### src/rtl/replace_policy_unit.sv
// Replacement-policy victim selector for a set-associative cache.
// Keeps per-set LRU ages and FIFO pointers for every set, plus a shared
// LFSR, and picks the way to access (hit) or replace (miss) under the
// LRU, FIFO or pseudo-random policy chosen per request by mode_i.
//
// Ports:
//   clk_i, rst_ni         clock, asynchronous active-low reset
//   mode_i                0 = LRU, 1 = FIFO, 2 = random, 3 = LRU
//   req_valid_i/ready_o   lookup handshake (one lookup per cycle)
//   req_set_i             set index
//   req_valid_line_i      per-way valid bits of the addressed set
//   req_hit_line_i        per-way hit bits (all zero = miss)
//   resp_valid_o          strobe, high the cycle after acceptance
//   resp_line_o           one-hot chosen way
//   resp_hit_o            response belongs to a hit
//   flush_i               start restoring all replacement state
//   flush_busy_o          flush walk in progress
module replace_policy_unit #(
    parameter int unsigned SET_NUM   = 16,
    parameter int unsigned SET_SIZE  = 4,
    parameter logic [15:0] LFSR_SEED = 16'hACE1
) (
    input  logic                       clk_i,
    input  logic                       rst_ni,
    input  logic [1:0]                 mode_i,
    input  logic                       req_valid_i,
    output logic                       req_ready_o,
    input  logic [$clog2(SET_NUM)-1:0] req_set_i,
    input  logic [SET_SIZE-1:0]        req_valid_line_i,
    input  logic [SET_SIZE-1:0]        req_hit_line_i,
    output logic                       resp_valid_o,
    output logic [SET_SIZE-1:0]        resp_line_o,
    output logic                       resp_hit_o,
    input  logic                       flush_i,
    output logic                       flush_busy_o
);

    localparam int unsigned AW = $clog2(SET_SIZE);
    localparam int unsigned SW = $clog2(SET_NUM);

    typedef enum logic [0:0] {S_IDLE, S_FLUSH} state_e;

    state_e          state_q, state_d;
    logic [SW-1:0]   flush_cnt_q, flush_cnt_d;
    logic [15:0]     lfsr_q;
    logic [AW-1:0]   age_q [SET_NUM][SET_SIZE];
    logic [AW-1:0]   fifo_ptr_q [SET_NUM];
    logic            resp_valid_q;
    logic [SET_SIZE-1:0] resp_line_q;
    logic            resp_hit_q;

    logic            accept;
    logic            hit_any;
    logic            all_valid;
    logic            found;
    logic [AW-1:0]   chosen_idx;
    logic [AW-1:0]   age_sel;
    logic [AW-1:0]   age_new [SET_SIZE];
    logic            fifo_adv;

    assign req_ready_o  = (state_q == S_IDLE) & ~flush_i;
    assign accept       = req_valid_i & req_ready_o;
    assign flush_busy_o = (state_q == S_FLUSH);
    assign resp_valid_o = resp_valid_q;
    assign resp_line_o  = resp_line_q;
    assign resp_hit_o   = resp_hit_q;

    // Victim / hit-way selection: hit > lowest invalid > policy choice.
    always_comb begin
        hit_any    = |req_hit_line_i;
        all_valid  = &req_valid_line_i;
        chosen_idx = '0;
        found      = 1'b0;
        if (hit_any) begin
            for (int unsigned w = 0; w < SET_SIZE; w++) begin
                if (!found && req_hit_line_i[w]) begin
                    chosen_idx = AW'(w);
                    found      = 1'b1;
                end
            end
        end else if (!all_valid) begin
            for (int unsigned w = 0; w < SET_SIZE; w++) begin
                if (!found && !req_valid_line_i[w]) begin
                    chosen_idx = AW'(w);
                    found      = 1'b1;
                end
            end
        end else begin
            case (mode_i)
                2'd1: chosen_idx = fifo_ptr_q[req_set_i];
                2'd2: chosen_idx = lfsr_q[AW-1:0];
                default: begin
                    for (int unsigned w = 0; w < SET_SIZE; w++) begin
                        if (age_q[req_set_i][w] == AW'(SET_SIZE - 1)) begin
                            chosen_idx = AW'(w);
                        end
                    end
                end
            endcase
        end
    end

    // Ages younger than the chosen way's age each get one step older.
    always_comb begin
        age_sel = age_q[req_set_i][chosen_idx];
        for (int unsigned w = 0; w < SET_SIZE; w++) begin
            age_new[w] = age_q[req_set_i][w];
            if (AW'(w) == chosen_idx) begin
                age_new[w] = '0;
            end else if (age_q[req_set_i][w] < age_sel) begin
                age_new[w] = age_q[req_set_i][w] + AW'(1);
            end
        end
        fifo_adv = !hit_any && all_valid && (chosen_idx == fifo_ptr_q[req_set_i]);
    end

    // Flush walk: one set per cycle, SET_NUM cycles total.
    always_comb begin
        state_d     = state_q;
        flush_cnt_d = flush_cnt_q;
        case (state_q)
            S_IDLE: begin
                if (flush_i) begin
                    state_d     = S_FLUSH;
                    flush_cnt_d = '0;
                end
            end
            S_FLUSH: begin
                flush_cnt_d = flush_cnt_q + SW'(1);
                if (flush_cnt_q == SW'(SET_NUM - 1)) begin
                    state_d = S_IDLE;
                end
            end
            default: state_d = S_IDLE;
        endcase
    end

    always_ff @(posedge clk_i or negedge rst_ni) begin
        if (!rst_ni) begin
            state_q     <= S_IDLE;
            flush_cnt_q <= '0;
        end else begin
            state_q     <= state_d;
            flush_cnt_q <= flush_cnt_d;
        end
    end

    // Fibonacci LFSR x^16+x^14+x^13+x^11+1, free-running.
    always_ff @(posedge clk_i or negedge rst_ni) begin
        if (!rst_ni) begin
            lfsr_q <= LFSR_SEED;
        end else begin
            lfsr_q <= {lfsr_q[0] ^ lfsr_q[2] ^ lfsr_q[3] ^ lfsr_q[5], lfsr_q[15:1]};
        end
    end

    // Per-set replacement state; accept and flush never coincide.
    always_ff @(posedge clk_i or negedge rst_ni) begin
        if (!rst_ni) begin
            for (int unsigned s = 0; s < SET_NUM; s++) begin
                fifo_ptr_q[s] <= '0;
                for (int unsigned w = 0; w < SET_SIZE; w++) begin
                    age_q[s][w] <= AW'(w);
                end
            end
        end else if (state_q == S_FLUSH) begin
            fifo_ptr_q[flush_cnt_q] <= '0;
            for (int unsigned w = 0; w < SET_SIZE; w++) begin
                age_q[flush_cnt_q][w] <= AW'(w);
            end
        end else if (accept) begin
            for (int unsigned w = 0; w < SET_SIZE; w++) begin
                age_q[req_set_i][w] <= age_new[w];
            end
            if (fifo_adv) begin
                fifo_ptr_q[req_set_i] <= fifo_ptr_q[req_set_i] + AW'(1);
            end
        end
    end

    always_ff @(posedge clk_i or negedge rst_ni) begin
        if (!rst_ni) begin
            resp_valid_q <= 1'b0;
            resp_line_q  <= '0;
            resp_hit_q   <= 1'b0;
        end else begin
            resp_valid_q <= accept;
            resp_line_q  <= accept ? (SET_SIZE'(1) << chosen_idx) : '0;
            resp_hit_q   <= accept & hit_any;
        end
    end

endmodule

### config.mk
export PLATFORM = sky130hd
export DESIGN_NAME = replace_policy_unit
export DESIGN_NICKNAME = d
export VERILOG_FILES = /design/src/rtl/replace_policy_unit.sv
export SDC_FILE = /design/constraint.sdc
export NUM_CORES = 1
export LEC_CHECK = 0
export ABC_AREA = 1
export BUFFER_PORTS_ARGS = -buffer_cell sky130_fd_sc_hd__clkbuf_2
export CORE_ASPECT_RATIO = 2
export CORE_MARGIN = 8
export CORE_UTILIZATION = 58
export CTS_CLUSTER_SIZE = 8
export DETAILED_ROUTE_END_ITERATION = 6
export PLACE_DENSITY = 0.82
export SETUP_SLACK_MARGIN = 0.15
export SYNTH_ARGS = -nofsm -noshare
export SYNTH_HDL_FRONTEND = slang
export SYNTH_SLANG_ARGS = --single-unit
### constraint.sdc
create_clock -name clk_i -period 3.2 [get_ports clk_i]
set_input_delay 0 -clock clk_i [delete_from_list [all_inputs] [get_ports clk_i]]
set_output_delay 0 -clock clk_i [all_outputs]
set_load 0.02 [all_outputs]
Yosys cells after proc, flatten, opt, wreduce, memory -nomap -nowiden
Cells that the tools add are included.
- flip-flop bits (word level): 187
- input port bits: 18
- output and inout port bits: 8
- word-level logic and storage cells: 241
- add/subtract/negate cells: 6
- order comparisons: 9
- eq/ne operators: 11
- shift-type cells: 1
- muxes and demuxes: 80
- bitwise operators: 22
- reduce and logical (&&, ||, !) cells: 26
- operators with widths (operator ; number):
    bitwise mux 128 bit ; 4
    demux 8 bit (select 4 bit) ; 8
    two-way mux 128 bit ; 2
    bitwise AND 128 bit ; 1
    bitwise AND 64 bit ; 2
    NOT 128 bit ; 1
    NOT 64 bit ; 2
    OR 128 bit ; 1
    OR 64 bit ; 2
    two-way mux 32 bit ; 3
    two-way mux 2 bit ; 24
    bitwise AND 32 bit ; 1
    binary-select mux 8 bit (select 4 bit) ; 1
    bitwise mux 32 bit ; 1
    two-way mux 8 bit ; 4
    NOT 32 bit ; 1
    two-way mux 1 bit ; 20
    demux 2 bit (select 4 bit) ; 2
    two-way mux 4 bit ; 4
    two-way mux 6 bit ; 2
    adder 2 x 1 -> 2 bit, second input constant ; 5
    greater-or-equal comparator 5 bit, second input constant ; 2
    logical AND 1 bit ; 10
    zero test 1 bit ; 10
    other kinds (27) ; 42

Logic depth before layout (Yosys ltp)
Gate-level depths: netlist of the first run.
- depth after elaboration: 31
- gate-level depth with buffers: 28
- depth with buffers taken out: 25

Worst setup path before layout of the first run
No wires, ideal clock.
- kind: input-to-reg
- start point: input port req_set_i[1]
- end point: register age_q[42] (netlist name)
- library setup time: 123 ps
- arrival time: 2712 ps
- required time: 3077 ps
- slack: 365 ps
- stages on the path: 23
- cell sequence: buf_6 -> nand2_2 -> inv_2 -> buf_4 -> a22oi_1 -> a21oi_1 -> or2_2 -> nor2_2 -> inv_1 -> ha_1 -> nand2_1 -> a31oi_1 -> nand2_1 -> nand2_2 -> nand2_1 -> nand2_1 -> nand2_1 -> nand2_4 -> nand2_1 -> nand3_1 -> buf_6 -> nand3_1 -> a21oi_1
- cells in the longest elaborated chain, start to end: 24
- elaborated cells on any way between the ends: 54
- those cells by class: add/sub (4); order compare (6); eq/ne (6); mux (34); bitwise (2); reduce/logical (2)
- RTL lines (item ; line ; source):
    start, declared ; 28 ; input logic [$clog2(SET_NUM)-1:0] req_set_i,
    NOT 4 -> 5 bit (implied by the code) * ; -- ;
    binary-select mux 8 bit (select 4 bit) ; -- ;
    two-way mux 8 bit (implied by the code) (2 in series) ; -- ;
    == test 2 bit ; 94 ; if (age_q[req_set_i][w] == AW'(SET_SIZE - 1)) begin
    two-way mux 1 bit ; 94 ;
    two-way mux 2 bit (2 in series) ; 94 ;
    case mux 2 bit (2 select lines) ; 89 ; case (mode_i)
    two-way mux 2 bit ; 81 ; end else if (!all_valid) begin
    (+3 left out) ; -- ;
    two-way mux 2 bit (implied by the code) (2 in series) ; 105 ; age_sel = age_q[req_set_i][chosen_idx];
    less-than comparator 2 bit ; 110 ; end else if (age_q[req_set_i][w] < age_sel) begin
    two-way mux 2 bit ; 110 ;
    two-way mux 2 bit ; 108 ; if (AW'(w) == chosen_idx) begin
    bitwise mux 128 bit (3 in series) ; 173 ; age_q[req_set_i][w] <= age_new[w];
    bitwise mux 128 bit * ; 173 ;
    two-way mux 128 bit * ; 171 ; end else if (accept) begin
    two-way mux 128 bit * ; 166 ; end else if (state_q == S_FLUSH) begin
    end signal, assigned by index ; 163 ; age_q[s][w] <= AW'(w);
    end signal, assigned by index ; 169 ; age_q[flush_cnt_q][w] <= AW'(w);
    end signal, assigned by index ; 173 ;
    end, declared ; 46 ; logic [AW-1:0] age_q [SET_NUM][SET_SIZE];
Every way passes the cells marked *; elsewhere a longest branch is shown, timed or not. The select of a mux whose other input is x is not followed.
A chain may end at the register's enable or synchronous reset.

Final worst setup path of the first run
- start point: register age_q[17] (netlist name)
- end point: register age_q[125] (netlist name)
- cells in the longest elaborated chain, start to end: 21
- elaborated cells on any way between the ends: 35
- those cells by class: add/sub (1); order compare (4); eq/ne (4); mux (24); bitwise (1); reduce/logical (1)
- RTL lines (item ; line ; source):
    binary-select mux 8 bit (select 4 bit) * ; -- ;
    two-way mux 8 bit (implied by the code) * (2 in series) ; -- ;
    == test 2 bit ; 94 ;
    two-way mux 2 bit ; 94 ;
    case mux 2 bit (2 select lines) ; 89 ;
    two-way mux 2 bit ; 81 ;
    two-way mux 2 bit ; 74 ; if (hit_any) begin
    NOT 2 -> 3 bit (implied by the code) ; 105 ;
    binary-select mux 2 bit (select 2 bit) ; 105 ;
    two-way mux 2 bit (implied by the code) (2 in series) ; 105 ;
    less-than comparator 2 bit ; 110 ;
    two-way mux 2 bit ; 110 ;
    two-way mux 2 bit ; 108 ;
    bitwise mux 128 bit (3 in series) ; 173 ;
    bitwise mux 128 bit * ; 173 ;
    two-way mux 128 bit * ; 171 ;
    two-way mux 128 bit * ; 166 ;
Marks and branches as above.

==> results.cfg, run 1 <==
[power]
ir_drop_v = 0.000696
p_leak_nw = 6.44
powerDensity_nw_per_um2 = 1150
design_power_total_w = 0.0168

[worst_setup_path]
rrSetupSlack_ns = -0.16
cp-start-kind = flip-flop
slowest_delay_ns = 0.37
path_max_fanout = 6
r2r_end = age_q[125]
timing.critical_path.mode_cell = nand2_2
crit_start = age_q[17]
worstPathArrival_ns = 3.75
worstPathRequired_ns = 3.59
cp_slowest_cell = dfstp_2
endpoint_kind = flip-flop
worstSetupPathType = flip-flop to flip-flop
crit-reg2reg-launch = age_q[17]
rr_worst_depth = 22
worstPathCellList = inv_1, o22ai_2, o21ai_2, buf_4, nand4_1, ha_2, inv_2, a31oi_1, nand2_2, buf_4, buf_4, nand3_2, nand2_2, nand2_4, nand2_4, nand2_2, nand2_1, nand2_2, nand2_4, clkbuf_16, nand3_2, a21oi_2
setup.worst_path.end = age_q[125]

[sta]
min_period_over_period_pct = 105
finClkSkew_ns = 0.0103
setup_tns_ns = -5.50
hold_viol = 0
rsz0062_at_grt = yes
tightest_slew_ns = 1.13
holdWs_ns = 0.201
slew_violations = 0
slew_headroom_pct = 24.1
setup-violations-final = 84
layout_setup_ws_ns = -0.163
min_period_ns = 3.36
max_freq_mhz = 297

[synthesis]
synth_xor_xnor_area_share_pct = 0.390
synth-seq-cells = 187
postSynthCellCount = 1526
ys_seq_area_share_pct = 42.5
synth_top_cells_by_area = dfrtp_1 (26%), dfstp_2 (17%), a21oi_1 (8.9%)
ys_types = 41
yosysTopAreaCellShare_pct = 25.6
yosys_warnings = 0
synth_edf_count = 0
synth_fa_ha_area_share_pct = 1.00
yosysTopAreaCell = dfrtp_1
synth_top_family_by_area = simple AND/OR/NAND/NOR gates
synth.area.mux_share_pct = 0
yosysMostFrequentCell = nor2_1
avgSynthCellArea_um2 = 7.36
synthFlopType = dfrtp_1
synth_nets = 1553
syn_area_um2 = 11200
synth-compound-area-share_pct = 22.8
ys_top_cells_by_count = nor2_1 (244), nand2_1 (241), a21oi_1 (200), inv_1 (149), nand3_1 (137)
synthArstFlopShare_pct = 100
yosys.area_share.simple_pct = 24.5

[floorplanning]
row_count = 72
die_w_um = 114
start_util_pct = 58.5
io_pins = 26
core_area_um2 = 19200
die-area_um2 = 24300
die_h_um = 213

[global_route]
antenna_found_initial = 0
grt_pass1_wl_mm = 67.3
grt_usage_pct = 37.0
grt_start_max_net_pins = 129
grt_pass1_vias = 12271
gr-total-overflow = 0

[place]
port_buffers = 25
place.gp.congestion = 1.05
post-place-ws_ns = -0.332
dp_hpwl_mm = 29.5
dp_cells = 1861

[detailed_routing]
vias = 12825
wl_per_cell_um = 24.4
drt-initial-drc-count = 1850
postRouteAntennaNets = 0
avgViaCountPerCell = 6.69
drt_wl_total_mm = 46.8
drc_errors = 16
dr.pass1.iters = 7

[clock_tree]
root_buffer = clkbuf_16
path_clk_slew_ns = 0.07
clock_sinks = 187
insertion_delay_ns = 0.46
h-tree-depth = 4
tritoncts = yes
cts.path.max_buffers = 2
cts-buffers-inserted = 17

[flow_run]
drv_cap = 0

[worst_hold_path]
min_path_type = input port to asynchronous set/reset pin

[status]
violations = design-rule violations, negative setup slack
status = finished with violations

[cells_and_area]
final_cells = 1917
nFillCells = 1316
area_growth_pct = 29.8
fin_nets = 1672
drive_gt1_share_pct = 31.2
antenna_cells = 0
critical path: cells and delay by family, from the launching register on:
family / cells / cell delay (ns)
fa+ha+maj: 1 / 0.33
flops: 1 / 0.37
simple gates: 11 / 1.31
compound gates: 4 / 0.55
buf+inv: 6 / 0.72
cell families after synthesis:
group	Yosys count
buf+inv	237
flops	187
compound gates	435
simple gates	653
fa+ha+maj	9
xor+xnor	5
final cells by class:
class                           instances  area [µm²]  share of cell area, %
Timing Repair Buffer                  160        1520                   10.4
Inverter                              177         667                   4.58
Multi-Input combinational cell       1102        6660                   45.7
Sequential cell                       187        4770                   32.8
Tap cell                              259         324                   2.22
Clock buffer                           20         457                   3.13
Clock inverter                         12         169                   1.16
layer usage:
layer / track usage, % / up-vias / wire length [µm]
met5: 0 / - / 0
met4: 31.8 / 0 / 4480
met3: 7.76 / 355 / 4890
met2: 61.7 / 1073 / 22600
met1: 39.2 / 5960 / 14900
li1: - / 5437 / -
report_power, final:
| group | switching [W] | internal, W |
|---|---|---|
| sequential | 0.000793 | 0.00380 |
| combinational | 0.00623 | 0.00361 |
| clock | 0.00100 | 0.00135 |
flip-flops by register name, indices dropped and copies added, names as in the netlist:
| name | count |
|---|---|
| flush_busy_o | 1 |
| resp_line_o | 4 |
| lfsr_q | 16 |
| flush_cnt_q | 4 |
| resp_hit_o | 1 |
| fifo_ptr_q | 32 |
| age_q | 128 |
| resp_valid_o | 1 |
cell usage in the layout, fill, tap and decap left out, types with 16 or more instances in the layout:
cell,Yosys,routed
clkbuf_16,0,20
a31oi_1,67,67
o21ai_1,22,20
a21oi_1,200,130
nand2_1,241,186
clkbuf_2,0,24
nand3_2,3,31
a32oi_1,16,16
o22ai_1,32,24
nand3_1,137,97
clkinv_1,17,18
nand2_2,8,37
nor2_1,244,233
a21oi_2,0,69
dfstp_2,72,72
inv_2,11,20
a22oi_1,48,35
o21ai_0,30,20
inv_1,149,140
nand2_4,1,17
buf_4,6,94
dfrtp_1,115,113
buf_12,0,20
metrics by stage:
stage / util (%) / instance area [µm²]
5_1_grt: 75.9 / 14600
6_report: 75.9 / 14600
4_1_cts: 69.5 / 13300
2_1_floorplan: - / 11200
3_5_place_dp: 64.7 / 12400
3_3_place_gp: 64.7 / 12400
worst min path at each step:
stage                            start        endpoint  slack, ns
after detailed placement        rst_ni  flush_cnt_q[0]       0.21
after global placement          rst_ni      lfsr_q[14]       0.20
after CTS                 req_set_i[3]   fifo_ptr_q[9]       0.27
after floorplan                 rst_ni      age_q[101]      -0.30
after global routing      req_set_i[3]   fifo_ptr_q[9]       0.32
final                           rst_ni  flush_cnt_q[0]       0.20
timing repair:
| item | 4_1_cts | 5_1_grt |
|---|---|---|
| resized for setup | 62 | 258 |
| buffers inserted | 5 | 8 |
| pin swaps | 20 | 71 |
| hold buffers | 6 | 0 |
| endpoints found under the setup margin | 159 | 162 |
| endpoints found under the hold margin | 97 | 0 |
| cloned | 2 | 3 |
(Power assumes the default switching activity.)
==> run 2: changes to the inputs <==
--- a/config.mk
+++ b/config.mk
@@ -7,13 +7,16 @@
 export LEC_CHECK = 0
 export ABC_AREA = 1
 export BUFFER_PORTS_ARGS = -buffer_cell sky130_fd_sc_hd__clkbuf_2
+export CAP_MARGIN = 20
 export CORE_ASPECT_RATIO = 2
 export CORE_MARGIN = 8
 export CORE_UTILIZATION = 58
+export CTS_BUF_LIST = sky130_fd_sc_hd__clkbuf_8
 export CTS_CLUSTER_SIZE = 8
 export DETAILED_ROUTE_END_ITERATION = 6
 export PLACE_DENSITY = 0.82
 export SETUP_SLACK_MARGIN = 0.15
+export SLEW_MARGIN = 20
 export SYNTH_ARGS = -nofsm -noshare
 export SYNTH_HDL_FRONTEND = slang
 export SYNTH_SLANG_ARGS = --single-unit
==> results.cfg, run 2 (same netlist as run 1, synthesis figures left out) <==
[detailed_routing]
dr.pass1.iters = 7
postRouteAntennaNets = 0
drc_errors = 0
vias = 12776
drt-initial-drc-count = 1717
avgViaCountPerCell = 6.66
drt_wl_total_mm = 46.3
wl_per_cell_um = 24.2

[cells_and_area]
final_cell_mix = nor2_1 (234), nand2_1 (193), inv_1 (142)
antenna_cells = 0
largestRegisters = age_q: 128 flops, fifo_ptr_q: 32 flops, lfsr_q: 16 flops
drive_gt1_share_pct = 30.5
final_common_cell = nor2_1
final_cell_area_um2 = 14300
utilization_pct = 74.5
regMostFlops = age_q
fin_nets = 1673
nFillCells = 1423
area_growth_pct = 27.4
largest_reg_flops = 128

[global_route]
antenna_found_initial = 0
gr-total-overflow = 0
grt_start_max_net_pins = 129
grt_pass1_wl_mm = 66.0
grt_pass1_vias = 12158
grt_usage_pct = 36.3

[sta]
min_period_ns = 3.43
rsz0062_at_grt = yes
holdWs_ns = 0.189
slew_violations = 0
tightest_slew_ns = 1.20
max_freq_mhz = 291
slew_headroom_pct = 19.8
min_period_over_period_pct = 107
layout_setup_ws_ns = -0.232
hold_viol = 0
finClkSkew_ns = 0.0153
setup-violations-final = 160

[floorplanning]
start_util_pct = 58.5
core_area_um2 = 19200
die_w_um = 114
row_count = 72
die-area_um2 = 24300
die_h_um = 213
io_pins = 26

[worst_hold_path]
min_path_type = input port to asynchronous set/reset pin

[clock_tree]
clock_sinks = 187
cts.path.max_buffers = 2
cts-buffers-inserted = 17
root_buffer = clkbuf_8
insertion_delay_ns = 0.52
path_clk_slew_ns = 0.10
tritoncts = yes
h-tree-depth = 4

[power]
p_comb_share_pct = 60.5
ir_drop_v = 0.000722
pwr-share-seq_pct = 28.3
power_switching_w = 0.00786
switching_share_pct = 48.6
power_frac_clock_pct = 11.2
p_leak_nw = 6.34
p_int_w = 0.00830
powerDensity_nw_per_um2 = 1130

[flow_run]
drv_cap = 0

[place]
port_buffers = 25
dpl_cell_area_um2 = 12400
post-place-ws_ns = -0.332
place.gp.congestion = 1.05
dp_hpwl_mm = 29.5

[worst_setup_path]
cp-start-kind = flip-flop
endpoint_kind = flip-flop
path_max_fanout = 6
worstPathArrival_ns = 3.88
worstSetupPathType = flip-flop to flip-flop
worstPathRequired_ns = 3.64

[status]
status = finished with violations
violations = negative setup slack
## run 2: changes by cell type in the layout (fill, tap and decap cells not counted), moves of 3 or more
cell / delta
a22oi_2: -4
clkbuf_8: +17
a21oi_2: +3
nand2_4: +4
nand2_1: +7
a22oi_1: +4
clkbuf_16: -15
nand2_8: -4
nand2_2: -7
## run 2: cell type report
class / count / area [µm²] / share of cell area (%)
multi-input combinational: 1102 / 6550 / 45.8
clock inverter: 13 / 173 / 1.21
timing repair buffer: 161 / 1550 / 10.8
sequential: 187 / 4770 / 33.4
tap: 259 / 324 / 2.27
inverter: 177 / 664 / 4.65
clock buffer: 19 / 262 / 1.83
## run 2: worst paths after layout
| path | from | end | slack [ns] | cells past startpoint |
|---|---|---|---|---|
| setup / recovery | age_q[1] | age_q[21] | -0.23 | 22 |
| hold / removal | rst_ni | flush_cnt_q[0] | 0.19 | 2 |
| setup reg to reg | age_q[1] | age_q[21] | -0.23 | 22 |
| hold reg to reg | lfsr_q[14] | lfsr_q[13] | 0.36 | 0 |
| max in group asynchronous | rst_ni | age_q[73] | 1.98 | 3 |
| min in group clk_i | req_set_i[2] | fifo_ptr_q[3] | 0.23 | 8 |
## run 2: metal layers
metal  vias up  wire, µm  part of all wire, %  global-route usage (%)
met4         0      4730                   10                    30.6
li1       5425         -                    -                       -
met1      5993     14400                   31                    37.5
met2      1014     22100                   48                    61.0
met5         -         0                    0                       0
met3       344      5070                   11                    8.61
## run 2: power by group through the flow
| stage | logic, W | clock network (W) | registers, W |
|---|---|---|---|
| 2_1_floorplan | 0.00526 | 0 | 0.00431 |
| 3_3_place_gp | 0.00726 | 0 | 0.00447 |
| 3_5_place_dp | 0.00754 | 0 | 0.00453 |
| 4_1_cts | 0.00782 | 0.00180 | 0.00449 |
| 5_1_grt | 0.0105 | 0.00189 | 0.00466 |
| 6_report | 0.00977 | 0.00181 | 0.00458 |
## run 2: timing repair
item / in CTS / in global routing
endpoints found under the setup margin: 160 / 160
hold endpoints to repair: 99 / 0
hold buffers: 6 / 0
setup buffers: 6 / 6
pin swaps: 23 / 71
cloned: 2 / 5
resized for setup: 61 / 231
## run 2: critical path: stages (launching register included)
cell	delay, ns
dfstp_2	0.55
inv_2	0.05
o22ai_4	0.17
o21ai_2	0.11
buf_4	0.15
nand4_1	0.38
ha_2	0.27
inv_2	0.05
a31oi_1	0.20
nand2_2	0.12
buf_6	0.14
nand3_1	0.06
nand2_1	0.07
nand2_1	0.07
nand2_2	0.08
nor2_1	0.11
nand2_1	0.09
nand2_1	0.10
nand2_2	0.07
nand2_4	0.12
buf_6	0.15
nand3_2	0.08
a21oi_2	0.18
## run 2: per-stage QoR
step	std cells	setup TNS (ns)	power, W
after floorplan	1526	0	0.00957
after global placement	1861	-31.77	0.0117
after detailed placement	1861	-38.34	0.0121
after CTS	1907	0	0.0141
after global routing	1918	-44.18	0.0170
final	1918	-21.14	0.0162
